$ cat src/rtl/pipe_hazard_ctrl.sv
// pipe_hazard_ctrl: read-after-write stall and branch-flush control for the
// five-stage pipeline. A shadow scoreboard tracks destination registers in
// flight between ID and register-file write; the pipeline has no forwarding.
module pipe_hazard_ctrl #(
  parameter int unsigned DEPTH        = 3,
  parameter int unsigned FLUSH_CYCLES = 1,
  parameter int unsigned ADDR_W       = 5
) (
  input  logic              CLK,
  input  logic              RST,
  input  logic              id_valid,
  input  logic [ADDR_W-1:0] id_rs,
  input  logic [ADDR_W-1:0] id_rt,
  input  logic              id_rs_used,
  input  logic              id_rt_used,
  input  logic              id_wr_en,
  input  logic [ADDR_W-1:0] id_wr_addr,
  input  logic              br_taken,
  output logic              stall_if_id,
  output logic              bubble_id_ex,
  output logic              flush_if_id,
  output logic [DEPTH-1:0]  busy_mask,
  output logic [15:0]       stall_cnt
);

  typedef enum logic [1:0] {
    RUN   = 2'd0,
    STALL = 2'd1,
    FLUSH = 2'd2
  } state_t;

  localparam logic [1:0] FCNT_INIT = 2'(FLUSH_CYCLES - 1);

  state_t            state;
  state_t            state_nxt;
  logic [1:0]        fcnt;
  logic [1:0]        fcnt_nxt;

  logic [DEPTH-1:0]  slot_vld;
  logic [ADDR_W-1:0] slot_addr [DEPTH];

  logic              rs_match;
  logic              rt_match;
  logic              rs_hit;
  logic              rt_hit;
  logic              hz;
  logic              slot_load;

  // Compare both ID sources against every valid in-flight destination.
  always_comb begin
    rs_match = 1'b0;
    rt_match = 1'b0;
    for (int unsigned i = 0; i < DEPTH; i++) begin
      if (slot_vld[i] && (slot_addr[i] == id_rs)) rs_match = 1'b1;
      if (slot_vld[i] && (slot_addr[i] == id_rt)) rt_match = 1'b1;
    end
    rs_hit = rs_match && id_rs_used && (id_rs != '0);
    rt_hit = rt_match && id_rt_used && (id_rt != '0);
    hz     = id_valid && (rs_hit || rt_hit);
  end

  // Flush wins over stall; all control outputs are forced low during reset
  // so a branch input held high while RST is asserted cannot leak through.
  always_comb begin
    flush_if_id  = !RST && (br_taken || ((state == FLUSH) && (fcnt != '0)));
    stall_if_id  = !RST && hz && !flush_if_id;
    bubble_id_ex = stall_if_id || flush_if_id;
    slot_load    = id_valid && id_wr_en && (id_wr_addr != '0) &&
                   !stall_if_id && !flush_if_id;
  end

  // Next-state logic: a taken branch from any state (re)starts the flush count.
  always_comb begin
    state_nxt = state;
    fcnt_nxt  = fcnt;
    if (br_taken) begin
      state_nxt = FLUSH;
      fcnt_nxt  = FCNT_INIT;
    end else begin
      case (state)
        RUN: begin
          if (hz) state_nxt = STALL;
        end
        STALL: begin
          if (!hz) state_nxt = RUN;
        end
        FLUSH: begin
          if (fcnt == '0) begin
            state_nxt = RUN;
          end else begin
            fcnt_nxt = fcnt - 2'd1;
          end
        end
        default: begin
          state_nxt = RUN;
          fcnt_nxt  = '0;
        end
      endcase
    end
  end

  // State register for the control FSM and its flush counter.
  always_ff @(posedge CLK or posedge RST) begin
    if (RST) begin
      state <= RUN;
      fcnt  <= '0;
    end else begin
      state <= state_nxt;
      fcnt  <= fcnt_nxt;
    end
  end

  // Shadow scoreboard: shifts every cycle, slot 0 takes the issuing ID write
  // or a bubble; the oldest slot falls off at register-file write.
  always_ff @(posedge CLK or posedge RST) begin
    if (RST) begin
      slot_vld <= '0;
      for (int unsigned i = 0; i < DEPTH; i++) begin
        slot_addr[i] <= '0;
      end
    end else begin
      slot_vld[0]  <= slot_load;
      slot_addr[0] <= slot_load ? id_wr_addr : '0;
      for (int unsigned i = 1; i < DEPTH; i++) begin
        slot_vld[i]  <= slot_vld[i-1];
        slot_addr[i] <= slot_addr[i-1];
      end
    end
  end

  assign busy_mask = slot_vld;

  // Saturating count of cycles spent stalling ID.
  always_ff @(posedge CLK or posedge RST) begin
    if (RST) begin
      stall_cnt <= '0;
    end else if (stall_if_id && (stall_cnt != '1)) begin
      stall_cnt <= stall_cnt + 16'd1;
    end
  end

endmodule

$ cat config.mk
export PLATFORM = sky130hd
export DESIGN_NAME = pipe_hazard_ctrl
export DESIGN_NICKNAME = d
export VERILOG_FILES = /design/src/rtl/pipe_hazard_ctrl.sv
export SDC_FILE = /design/constraint.sdc
export NUM_CORES = 1
export LEC_CHECK = 0
export ABC_AREA = 1
export BUFFER_PORTS_ARGS = -buffer_cell sky130_fd_sc_hd__buf_2
export CAP_MARGIN = 40
export CORE_MARGIN = 4
export CORE_UTILIZATION = 60
export CTS_CLUSTER_SIZE = 8
export DETAILED_ROUTE_END_ITERATION = 16
export GPL_TIMING_DRIVEN = 0
export PLACE_DENSITY = 0.92
export SLEW_MARGIN = 20
export SYNTH_ARGS = -nofsm -noshare
export SYNTH_HDL_FRONTEND = slang
export SYNTH_SLANG_ARGS = --single-unit
$ cat constraint.sdc
create_clock -name CLK -period 5.22 [get_ports CLK]
set_input_delay 1.044 -clock CLK [delete_from_list [all_inputs] [get_ports CLK]]
set_output_delay 1.044 -clock CLK [all_outputs]
set_load 0.01 [all_outputs]
==> out/qor.txt, run 1 <==
worst path arrival time - 2.39 ns
die area - 0.00510 sq mm
via/cell ratio - 5.33
Pins Over Slew Limit - 0
Synth async-reset ratio - 100%
FMAX - 291 MHz
P_leak - 1.61 nW
GRT Residual Overflow - 0
Iter 0 DRT Violations - 198
Reg2Reg Setup Slack - 3.22 ns
die width - 71.4 um
CTS root buffer - clkbuf_8
Worst Path Buf+Inv - 4
overall routing resource usage - 23.0%
Core Footprint - 0.00377 sq mm
Max rail drop VDD - 0.244 mV
CP Class - in -> out
initial antenna violation count - 0
row count - 22
pwr/cell area - 214 mW/mm^2
CP delay by family, top - simple AND/OR/NAND/NOR gates
status - finished clean
Core Util, Final - 74.0%
setup TNS - 0 ns
IO Pins - 44
TritonCTS buffer count - 5
Final Hold Fails - 0
Yosys reg bits - 38
global placement routability congestion - 0.889
# setup viols final - 0
DRT antenna net count - 0
detailed placement HPWL - 4340 um
TritonCTS sink count - 38
Yosys warning total - 0
max cap viols - 0
first-pass GRT wire length - 9520 um
CTS tree - done
vias in the first global route - 2182
Mapped Nets - 366
clock buffer depth - 2
count of cell types in the netlist - 29
Nets - 417
worst stage delay on the critical path - 0.16 ns
port buffer count - 43
RSZ-0062 raised after global routing - no
Initial Utilization - 64.0%
CP Cell Sequence - buf_2, inv_2, nand2_1, nand2_1, nor2_1, nand3_1, nand3_1, nand2_2, nand2_4, nand3_4, nor2_8, buf_6, buf_2
hold-fix buffers at CTS - 0
Crit. End Element - output port
antenna diode count - 0
Clock Latency Late Sink - 0.29 ns
Slowest-stage cell, CP - nor2_8
post-CTS setup buffers - 0
layout cells sized above 1 - 19.6%
leading area contributor after synthesis - dfrtp_1
syn avg cell area - 7.06 sq um
drt drc - 0
Resized Gates After CTS - 0
depth of the CTS H-tree - 2
Die H - 71.4 um
Synth Instances - 342
first drt pass iteration count - 5
measured slew at the worst slew-check pin - 0.462 ns
max_slew headroom - 68.9%
Post-Route WL - 5650 um
top cell type's share of synthesized area - 39.4%
ys flop type - dfrtp_1
pin count of the biggest net entering global routing - 30
startpoint types - input pin
Seq/Total Area, Yosys - 39.4%
mapped cell area - 0.00241 sq mm
Clock Skews - 0.0106 ns
WL/cell - 12.8 um
period utilization - 65.8%
Critical Path RT - 4.18 ns
hold crit path type - reg -> reg
via count - 2346
Post-synth EDFFs - 0
area delta synth->final - 15.7%
CP Max Fanout - 10
top post-synthesis cells by area - dfrtp_1, nand2_1, inv_1
Clock transition at path regs - 0.07 ns
post-layout min period - 3.43 ns
-- worst paths after layout --
check                                 to  cells after the start           from
max reg2reg                stall_cnt[12]                      8   stall_cnt[0]
min in group asynchronous  stall_cnt[10]                      2            RST
min reg2reg                 slot_addr[6]                      0  slot_addr[11]
min                         slot_addr[6]                      0  slot_addr[11]
max                          stall_if_id                     13       id_rs[3]
max in group asynchronous   busy_mask[1]                      3            RST
-- logic make-up after synthesis --
logic type,share of synthesized area (%)
xor gates and xnor gates,5.08
AOI/OAI and AO/OA,7.41
and+or+nand+nor,36.7
DFF,39.4
adders and majority gates,1.04
buffers and inverters,10.4
-- metrics by stage --
| step | cells | worst slack (ns) | hold WS [ns] | instance area [sq um] | total power (W) |
|---|---|---|---|---|---|
| floorplan | 342 | 1.71 | 0.395 | 2410 | 0.000375 |
| global placement | 433 | 1.10 | 0.409 | 2690 | 0.000400 |
| detailed placement | 434 | 1.79 | 0.410 | 2710 | 0.000407 |
| CTS | 440 | 1.79 | 0.424 | 2790 | 0.000601 |
| global route | 440 | 1.59 | 0.442 | 2790 | 0.000629 |
| finish | 440 | 1.79 | 0.426 | 2790 | 0.000598 |
-- where the power goes --
group          switching (W)  internal (W)  total [W]
clock network      0.0000958      0.000102   0.000198
registers         0.00000861      0.000306   0.000314
logic              0.0000557     0.0000311  0.0000868
total               0.000160      0.000438   0.000598
-- per-layer routing --
layer | track usage (%) | vias to the layer above | share of wire [%] | wire [um]
li1 | - | 1164 | - | -
met1 | 31.8 | 1084 | 46 | 2590
met2 | 36.3 | 90 | 46 | 2600
met3 | 4.49 | 8 | 6.8 | 385
met4 | 7.72 | 0 | 1.3 | 74
met5 | 0 | - | 0 | 0
-- layout make-up --
class                           count  area, sq um
Clock buffer                        6         82.6
Timing Repair Buffer               44          235
Tap cell                           48         60.1
Buffer                              4         28.8
Sequential cell                    38          951
Multi-Input combinational cell    241         1210
Inverter                           59          221
Fill cell                         293          980
-- cells in the mapped netlist (2+ instances only) --
library cell    n
o21bai_1       16
o21ai_1         2
ha_1            2
nor4_1          2
inv_1          45
nand3_1        33
nand4_1         3
nor2_1         40
nor3_1          6
xor2_1         14
inv_2          14
nand2_1       105
o21ai_0         5
dfrtp_1        38
buf_2           2
nand2_2         2
-- registers in the layout, indices dropped and copies added (netlist names) --
register / count
stall_cnt: 16
slot_addr: 15
busy_mask: 3
fcnt: 2
state: 2
-- layout by cell type (no fill, tap or decap), types with 2 or more instances in the layout --
cell / Yosys / final
buf_2: 2 / 45
clkbuf_8: 0 / 6
dfrtp_1: 38 / 38
ha_1: 2 / 2
inv_1: 45 / 44
inv_2: 14 / 15
nand2_1: 105 / 105
nand2_2: 2 / 2
nand3_1: 33 / 33
nand4_1: 3 / 3
nor2_1: 40 / 40
nor3_1: 6 / 6
nor4_1: 2 / 2
o21ai_0: 5 / 5
o21ai_1: 2 / 2
o21bai_1: 16 / 16
xor2_1: 14 / 14
(Power assumes the default switching activity.)
==> inputs of run 2 (changes only) <==
Settings changed: ABC_AREA 1 to 0, CORE_UTILIZATION 60 to 53, PLACE_DENSITY 0.92 to 0.86.
Clock period 5.22 ns to 3.45 ns, I/O delays scaled along.
==> run 2 against run 1 <==
Final cell count fell by 40%; global-route usage fell by 4.3 points; sequential share of layout area rose by 7.8 points; power rose by 58%; register-to-register slack got worse by 1.9 ns; first-iteration DRC count fell by 67%; synthesized cell count fell by 51%; sequential power rose by 56%; wire length fell by 33%; critical path depth fell by 5; setup slack got worse by 1.3 ns; critical path type unchanged.
==> out/qor.txt, run 2 <==
Nets - 243 (-42%)
pin count of the biggest net entering global routing - 31 (+3.3%)
CP Class - in -> out
Setup WS post-layout - 0.529 ns (-1.26 ns)
detailed placement HPWL - 2950 um (-32%)
Placed Area - 0.00220 sq mm (-19%)
mapped cell area - 0.00190 sq mm (-21%)
Initial Utilization - 56.1% (-7.9 points)
TritonCTS buffer count - 5 (unchanged)
row count - 21 (-4.5%)
most instantiated library cell after synthesis - dfrtp_1
most frequent cells after synthesis - dfrtp_1, xor2_1, nand3_1
overall routing resource usage - 18.7% (-4.3 points)
Iter 0 DRT Violations - 66 (-67%)
GRT met3 Usage - 5.91% (+1.4 points)
layout cells sized above 1 - 29.5% (+9.9 points)
Core Footprint - 0.00339 sq mm (-10%)
die area - 0.00461 sq mm (-9.6%)
initial antenna violation count - 0 (unchanged)
Post-Route WL - 3770 um (-33%)
worst path arrival time - 2.23 ns (-0.16 ns)
depth of the CTS H-tree - 2 (unchanged)
Worst setup startpoint - id_rs[4]
Biggest register - stall_cnt
Layout fillers - 262 (-11%)
Final Hold Fails - 0 (unchanged)
DRT antenna net count - 0 (unchanged)
most frequent cells in the layout - buf_2, dfrtp_1, xor2_1, nand3_1
Die H - 67.9 um (-4.9%)
WL/cell - 14.2 um (+10%)
area delta synth->final - 19.5%
CTS tree - done
most common cell after layout, fill and taps aside - buf_2
leading area contributor after synthesis - dfrtp_1
non-filler cells, final - 266 (-40%)
setup TNS - 0 ns (unchanged)
max_slew headroom - 76.0% (+7.0 points)
pre-CTS setup slack - 0.523 ns (-1.27 ns)
GRT Residual Overflow - 0 (unchanged)
Reg2Reg Setup Slack - 1.28 ns (-1.94 ns)
Most Crowded Layer GR - met2
Clock transition at path regs - 0.11 ns (+0.04 ns)
Crit. End Element - output port
# setup viols final - 0 (unchanged)
Power, Total - 0.000945 W (+58%)
hold crit path type - in -> async
TritonCTS sink count - 38 (unchanged)
post-CTS setup buffers - 0 (unchanged)
startpoint types - input pin
Reg-to-Reg Start - slot_addr[14]
Post-synth EDFFs - 0 (unchanged)
top cell type's share of synthesized area - 50.0% (+11 points)
port buffer count - 43 (unchanged)
via/cell ratio - 5.20 (-2.5%)
drt drc - 0 (unchanged)
RSZ-0062 raised after global routing - no
clock buffer depth - 2 (unchanged)
via count - 1383 (-41%)
Yosys reg bits - 38 (unchanged)
pwr/cell area - 416 mW/mm^2 (+94%)
IO Pins - 44 (unchanged)
post-route cell area - 0.00227 sq mm (-19%)
Seq/Total Area, Yosys - 50.0% (+11 points)
first-pass GRT wire length - 6240 um (-34%)
met1 Resource Use GR - 24.4% (-7.4 points)
FMAX - 342 MHz
Mapped Nets - 192 (-48%)
top post-synthesis cells by area - dfrtp_1, xor2_1, xnor2_1
syn avg cell area - 11.3 sq um (+61%)
P_leak - 1.20 nW (-25%)
first drt pass iteration count - 4 (-1)
ys flop type - dfrtp_1
max cap viols - 0 (unchanged)
Clock Latency Late Sink - 0.34 ns (+0.05 ns)
placed cells - 258 (-41%)
Critical Path RT - 2.76 ns (-1.42 ns)
Synth Instances - 168 (-51%)
global routing usage on met2 - 28.8% (-7.6 points)
period utilization - 84.7%
measured slew at the worst slew-check pin - 0.360 ns (-0.102 ns)
Max rail drop VDD - 0.262 mV (+7.3%)
max reg flops - 16 (unchanged)
count of cell types in the netlist - 33 (+14%)
hold-fix buffers at CTS - 0 (unchanged)
status - finished clean
Resized Gates After CTS - 0 (unchanged)
Synth async-reset ratio - 100% (unchanged)
post-layout min period - 2.92 ns
CP Max Fanout - 5 (-5)
global placement routability congestion - 0.848 (-4.6%)
CTS root buffer - clkbuf_4
vias in the first global route - 1313 (-40%)
Clock Skews - 0.00609 ns (-0.00451 ns)
Yosys warning total - 0 (unchanged)
antenna diode count - 0 (unchanged)
die width - 67.9 um (-4.9%)
Pins Over Slew Limit - 0 (unchanged)
==> run 2: final timing paths <==
kind | to | cells past startpoint
hold / removal | state[0] | 2
setup reg to reg | stall_cnt[8] | 8
max in group asynchronous | stall_cnt[8] | 3
setup / recovery | bubble_id_ex | 8
hold reg to reg | busy_mask[1] | 0
min in group CLK | busy_mask[1] | 0
==> run 2: final cells by class <==
type	count	area (sq um)	area share (%)
clock buffers	5	37.5	1.65
plain buffers	1	11.3	0.495
multi-input cells	123	918	40.4
clock inverters	3	40.0	1.76
inverters	6	22.5	0.991
repair buffers	44	235	10.3
well taps	46	57.6	2.53
flip-flops and latches	38	951	41.8
==> run 2: worst max-delay path, stage by stage <==
cell and delay [ns]:
buf_2 0.14, xor2_1 0.17, nor4_2 0.32, nand3_1 0.14, a31oi_2 0.32, o21ai_0 0.16, a21oi_1 0.15, buf_2 0.14
==> run 2: metrics by stage <==
| stage | util (%) | hold slack (ns) |
|---|---|---|
| 6_report | 67.1 | 0.281 |
| 3_5_place_dp | 64.8 | 0.421 |
| 4_1_cts | 67.1 | 0.272 |
| 2_1_floorplan | - | 0.409 |
| 3_3_place_gp | 64.2 | 0.417 |
| 5_1_grt | 67.1 | 0.273 |
==> run 2: per-layer routing <==
layer	part of all wire, %	up-vias
met5	0	-
li1	-	683
met3	5.9	5
met4	1.5	0
met2	48	36
met1	44	659
==> run 2: kinds of logic (layout without fill, tap and decap cells) <==
family	Yosys count	after routing	share of synthesized area (%)
flops	38	38	50.0
mux	1	1	0.592
xor+xnor	45	45	20.7
fa+ha+maj	2	2	1.31
buf+inv	7	59	1.78
simple gates	60	60	20.2
compound gates	15	15	5.39
==> run 2: where the power goes <==
group / internal, W / leakage, nW / switching [W]
Clock: 0.000150 / 0.0450 / 0.000145
Combinational: 0.0000730 / 0.637 / 0.0000866
Sequential: 0.000470 / 0.520 / 0.0000213
Total: 0.000693 / 1.20 / 0.000253
